$ cat config.mk
export PLATFORM = sky130hd
export DESIGN_NAME = syn_counter_mod
export DESIGN_NICKNAME = d
export VERILOG_FILES = /design/src/rtl/syn_counter_pkg.sv /design/src/rtl/syn_counter_term.sv /design/src/rtl/syn_counter_mod.sv
export SDC_FILE = /design/constraint.sdc
export NUM_CORES = 1
export LEC_CHECK = 0
export CORE_UTILIZATION = 24
export CTS_CLUSTER_DIAMETER = 120
export DETAILED_ROUTE_END_ITERATION = 8
export PLACE_DENSITY_LB_ADDON = 0.05
export SLEW_MARGIN = 20
export SYNTH_ARGS = -nofsm -noshare
export SYNTH_HDL_FRONTEND = slang
export SYNTH_SLANG_ARGS = --single-unit
export TNS_END_PERCENT = 30
$ cat constraint.sdc
create_clock -name CLK -period 2.6 [get_ports CLK]
set_clock_uncertainty 0.1 [all_clocks]
set_input_delay 0.52 -clock CLK [delete_from_list [all_inputs] [get_ports CLK]]
set_output_delay 0.52 -clock CLK [all_outputs]
set_load 0.005 [all_outputs]
$ cat src/rtl/syn_counter_pkg.sv
// Shared types and constants for the syn_counter family: per-edge action
// encoding, direction constant and the parameter legality check.
package syn_counter_pkg;

  // Action taken on a clock edge, listed lowest to highest priority
  typedef enum logic [2:0] {
    ACT_HOLD  = 3'd0,
    ACT_COUNT = 3'd1,
    ACT_LOAD  = 3'd2,
    ACT_CLR   = 3'd3,
    ACT_SET   = 3'd4
  } action_t;

  // Direction input value meaning "count up"
  localparam logic DIR_UP = 1'b1;

  // Legal parameter set: 2 <= WIDTH <= 31, 2 <= MODULUS <= 2**WIDTH,
  // 0 <= RESET_VAL < MODULUS. The span is computed in 64 bits so the
  // check itself cannot overflow for any width it accepts.
  function automatic bit params_ok(input int width, input int modulus,
                                   input int reset_val);
    longint span;
    if (width < 2 || width > 31) return 1'b0;
    span = longint'(1) << width;
    if (modulus < 2) return 1'b0;
    if (longint'(modulus) > span) return 1'b0;
    if ($clog2(modulus) > width) return 1'b0;
    if (reset_val < 0 || reset_val >= modulus) return 1'b0;
    return 1'b1;
  endfunction

endpackage

$ cat src/rtl/syn_counter_term.sv
// Terminal-count detector: high when the next count in the current
// direction would wrap (top of range going up, zero going down).
module syn_counter_term
  import syn_counter_pkg::*;
#(
  parameter int WIDTH   = 8,
  parameter int MODULUS = 256
) (
  input  logic [WIDTH-1:0] q,
  input  logic             up,
  output logic             term
);

  // Compared one bit wider so MODULUS = 2**WIDTH needs no special case
  localparam logic [WIDTH:0] TOP = (WIDTH+1)'(MODULUS - 1);

  logic [WIDTH:0] q_ext;

  assign q_ext = {1'b0, q};

  // Pick the terminal value for the active direction
  always_comb begin
    term = 1'b0;
    if (up == DIR_UP) term = (q_ext == TOP);
    else              term = (q_ext == '0);
  end

endmodule

$ cat src/rtl/syn_counter_mod.sv
// Parametrised synchronous modulo counter: up/down, wrap or saturate,
// parallel load, synchronous set/clear, cascade carry and a sticky
// overflow flag. Instances chain by feeding TC into the next CI.
module syn_counter_mod
  import syn_counter_pkg::*;
#(
  parameter int WIDTH     = 8,
  parameter int MODULUS   = 256,
  parameter int SATURATE  = 0,
  parameter int RESET_VAL = 0
) (
  input  logic             CLK,
  input  logic             RST_N,
  input  logic             EN,
  input  logic             CI,
  input  logic             UP,
  input  logic             LOAD,
  input  logic [WIDTH-1:0] D,
  input  logic             SSET,
  input  logic             SCLR,
  output logic [WIDTH-1:0] Q,
  output logic             TC,
  output logic             TC_R,
  output logic             OVF
);

  // Refuse to elaborate with an illegal parameter set
  if (!params_ok(WIDTH, MODULUS, RESET_VAL)) begin : g_param_err
    $error("syn_counter_mod: illegal WIDTH/MODULUS/RESET_VAL");
  end

  // Range limits kept one bit wider than Q so the full-range modulus
  // compares and steps without a spurious carry out of WIDTH bits
  localparam logic [WIDTH:0]   TOP   = (WIDTH+1)'(MODULUS - 1);
  localparam logic [WIDTH-1:0] MAX_Q = WIDTH'(MODULUS - 1);
  localparam logic [WIDTH-1:0] RST_Q = WIDTH'(RESET_VAL);

  action_t          act;
  logic             term;
  logic             cnt_en;
  logic [WIDTH:0]   q_ext;
  logic [WIDTH:0]   d_ext;
  logic [WIDTH:0]   step;
  logic [WIDTH-1:0] wrap_q;
  logic [WIDTH-1:0] q_nxt;
  logic             tc_r_nxt;
  logic             ovf_nxt;

  syn_counter_term #(
    .WIDTH   (WIDTH),
    .MODULUS (MODULUS)
  ) u_term (
    .q    (Q),
    .up   (UP),
    .term (term)
  );

  assign cnt_en = EN & CI;
  assign q_ext  = {1'b0, Q};
  assign d_ext  = {1'b0, D};

  // Carry out is live in the same cycle so a chained stage sees it
  // before the shared clock edge
  assign TC = term & cnt_en;

  // Resolve the single winning action: SSET > SCLR > LOAD > count > hold
  always_comb begin
    act = ACT_HOLD;
    if (SSET)        act = ACT_SET;
    else if (SCLR)   act = ACT_CLR;
    else if (LOAD)   act = ACT_LOAD;
    else if (cnt_en) act = ACT_COUNT;
  end

  // One-step move in the current direction; stepping past either end
  // lands outside 0..TOP in the widened arithmetic and selects the wrap
  always_comb begin
    step   = (UP == DIR_UP) ? (q_ext + 1'b1) : (q_ext - 1'b1);
    wrap_q = (UP == DIR_UP) ? '0 : MAX_Q;
  end

  // Next-state for count, pulse and sticky flag from the chosen action
  always_comb begin
    q_nxt    = Q;
    tc_r_nxt = 1'b0;
    ovf_nxt  = OVF;
    unique case (act)
      ACT_SET: begin
        q_nxt = MAX_Q;
      end
      ACT_CLR: begin
        q_nxt   = '0;
        ovf_nxt = 1'b0;
      end
      ACT_LOAD: begin
        // Out-of-range load values clamp to the top of the range
        q_nxt = (d_ext > TOP) ? MAX_Q : D;
      end
      ACT_COUNT: begin
        if (term) begin
          tc_r_nxt = 1'b1;
          ovf_nxt  = 1'b1;
        end
        // Saturating counters stay put at the terminal value
        if (!(term && (SATURATE != 0))) begin
          q_nxt = (step > TOP) ? wrap_q : step[WIDTH-1:0];
        end
      end
      default: begin
        q_nxt = Q;
      end
    endcase
  end

  // State registers; reset takes effect immediately, release on CLK
  always_ff @(posedge CLK or negedge RST_N) begin
    if (!RST_N) begin
      Q    <= RST_Q;
      TC_R <= 1'b0;
      OVF  <= 1'b0;
    end else begin
      Q    <= q_nxt;
      TC_R <= tc_r_nxt;
      OVF  <= ovf_nxt;
    end
  end

endmodule

==> summary.txt <==
Clock network
  • Number of CTS-inserted buffers: 3
  • Clk pin slew, worst setup/hold paths: 0.05 ns
  • CTS H-tree depth: 1
  • Worst-skew pair later-pin latency: 0.24 ns
  • CTS max path bufs: 2
  • CTS Hold Bufs: 0
  • CTS root buffer: clkbuf_8
  • Clk sinks: 10
  • CTS tree: built

Floorplan
  • Core area: 0.00409 mm²
  • DIE AREA: 0.00461 mm²
  • Die W: 67.9 µm
  • Starting density of the core: 25.5%
  • I/O Pins: 27
  • DIE HEIGHT: 67.9 µm
  • FP Rows: 23

Finish
  • Most common cell after layout, fill and taps aside: buf_4
  • Layout area overhead: 72.7%
  • Ant. Diodes: 0
  • Fill cells: 412
  • Register area: 251 µm²
  • Multi-input gate area: 871 µm²
  • Most frequent cells in the layout: 39 x buf_4, 25 x clkdlybuf4s50_1, 17 x nor2_1, 12 x nand2_1, 9 x dfrtp_1
  • NumNets Final: 220
  • Share of post-route cells with drive strength above 1: 34.5%

Worst setup path
  • CP max-delay cell: dfrtp_2
  • CP arrival: 2.59 ns
  • Crit path max fanout: 7
  • Slowest stage delay, CP: 0.44 ns
  • Critical path type: flip-flop to flip-flop
  • Top cell family by delay on the critical path: compound AO/OA/AOI/OAI gates
  • Element type at the critical path start: flip-flop
  • Worst endpoint required time: 2.62 ns
  • WP buf/inv: 0
  • Worst setup EP type: flip-flop
  • Critical-path cell list: fa_2 -> a211oi_2 -> o21ai_1 -> a32oi_2 -> nand3_4 -> o31ai_4 -> mux2i_1 -> a21oi_1

Synthesis
  • #FFs+latches synth: 10
  • Syn Inst Count: 126
  • Unique masters post-synth: 40
  • Asr flop ratio synth: 100%
  • Avg Inst Size Synth: 8.27 µm²
  • Seq/Total Area, Yosys: 24.0%
  • Synth Flop Type: dfrtp_1
  • Post-synth EDFFs: 0
  • Post-Syn Area: 0.00104 mm²
  • Number of synthesis warnings: 0
  • Synthesized Nets: 151
  • Synth area leader: dfrtp_1
  • Yosys top cell area share: 24.0%
  • Synth top area cells: dfrtp_1 24%, ha_1 9.6%, nor2_1 6.1%

GRT
  • Initial antenna violation count: 0
  • Vias in the first global route: 1200
  • First-pass GRT wire length: 5710 µm
  • Met2 usage: 28.7%
  • Global Route Usage Sum: 16.7%
  • Largest net degree at the start of global routing: 11
  • Met3 Track Usage GR: 1.67%
  • GRT busiest layer: met2
  • Global routing usage on met1: 21.8%
  • Remaining global-route overflow: 0

Placed design
  • Port-buffer cells: 26
  • GPL Wtd Cong: 0.794
  • DP Wirelength: 3010 µm

STA
  • RSZ-0062 raised after global routing: true
  • Fin Setup TNS: 0 ns
  • Slew Viols, Final: 0
  • Tmin final: 2.57 ns
  • Final Setup Violations: 0
  • Max Clk Rate: 390 MHz
  • Worst slew pin tran: 0.529 ns
  • Final hold violations: 0
  • Fin crit share: 98.7%
  • Slew Limit Headroom: 64.6%

Power
  • Pwr Density: 521 mW/mm²
  • LEAKAGE: 0.729 nW
  • Maximum vdd drop: 0.176 mV
  • Final total power: 939 µW

Drt
  • Pre-antenna DRT Iters: 5
  • Routed wire length: 3670 µm
  • Avg WL per Cell: 15.1 µm
  • Vias: 1239
  • DRT iter0 DRCs: 56
  • Drt drc: 0
  • Via density: 5.08
  • Routed Antenna Nets: 0

Outcome
  • Status: complete, no violations

Job
  • # Max-Cap Violations: 0

Worst hold path
  • HP Class: flip-flop to flip-flop
[timing repair]
action,4_1_cts,5_1_grt
endpoints found under the hold margin,0,0
endpoints found under the setup margin,9,6
pin swaps,7,7
resized for setup,12,11
buffers inserted,2,0
[layout make-up]
class	count	share of cell area, %
Timing Repair Buffer	64	30.2
Multi-Input combinational cell	112	48.4
Sequential cell	10	14.0
Clock buffer	4	3.06
Inverter	4	0.973
Tap cell	50	3.47
[cell families (layout without fill, tap and decap cells)]
family / after synthesis / after routing / share of synthesized area (%)
AO/OA/AOI/OAI: 44 / 44 / 30.1
XOR/XNOR: 7 / 7 / 8.40
adder cells (fa/ha/maj): 9 / 9 / 11.5
buffers and inverters: 4 / 72 / 1.44
flip-flops: 10 / 10 / 24.0
multiplexers: 1 / 1 / 0.960
AND/OR/NAND/NOR: 51 / 51 / 23.5
[tightest hold or removal path: cells and delay by family (launching register included)]
family           cells  cell delay [ns]
flip-flops           1             0.38
AND/OR/NAND/NOR      1             0.10
AO/OA/AOI/OAI        1             0.05
[report_power, final]
part           total, mW  internal [mW]  switching, mW
sequential         0.189          0.171         0.0183
clock              0.202          0.134         0.0678
combinational      0.548          0.293          0.255
total              0.939          0.597          0.341
[Yosys cell counts (2+ instances only)]
cell,n
a211oi_1,2
nor4_1,3
nand4_1,4
ha_1,8
nand2_1,12
a31oi_1,3
xor2_1,2
or3_1,2
o21ai_0,8
nor2_1,17
a21oi_2,2
o21a_1,2
a21oi_1,9
a221oi_1,2
nand3_1,3
xnor2_1,3
o211ai_1,3
inv_1,4
nor3_1,5
dfrtp_1,10
a21o_1,3
[flip-flops by register name, indices dropped and copies added (netlist names)]
name,cells
OVF,1
TC_R,1
Q,8
[stage by stage]
| step | hold WS [ns] | cells | setup slack, ns | utilization [%] | cell area, µm² |
|---|---|---|---|---|---|
| 2_1_floorplan | 0.124 | 126 | -0.0113 | - | 1040 |
| 3_3_place_gp | 0.419 | 239 | -0.694 | 40.3 | 1650 |
| 3_5_place_dp | 0.475 | 239 | -0.690 | 40.3 | 1650 |
| 4_1_cts | 0.483 | 244 | 0.0165 | 42.6 | 1740 |
| 5_1_grt | 0.506 | 244 | -0.104 | 44.1 | 1800 |
| 6_report | 0.477 | 244 | 0.0334 | 44.1 | 1800 |
[per-layer routing]
layer | wire, µm | vias up
met5 | 0 | -
met4 | 26 | 0
met3 | 133 | 2
met2 | 1760 | 23
met1 | 1750 | 599
li1 | - | 615
[worst paths after layout]
| path | slack [ns] | startpoint | end | cells past startpoint |
|---|---|---|---|---|
| hold / removal | 0.48 | OVF | OVF | 2 |
| setup / recovery | 0.03 | Q[1] | Q[4] | 8 |
| min in group asynchronous | 0.53 | RST_N | TC_R | 1 |
| max in group asynchronous | 1.49 | RST_N | Q[1] | 1 |
| setup reg to reg | 0.03 | Q[1] | Q[4] | 8 |
| hold reg to reg | 0.48 | OVF | OVF | 2 |
Note: power is estimated with default switching activity, not from simulation.
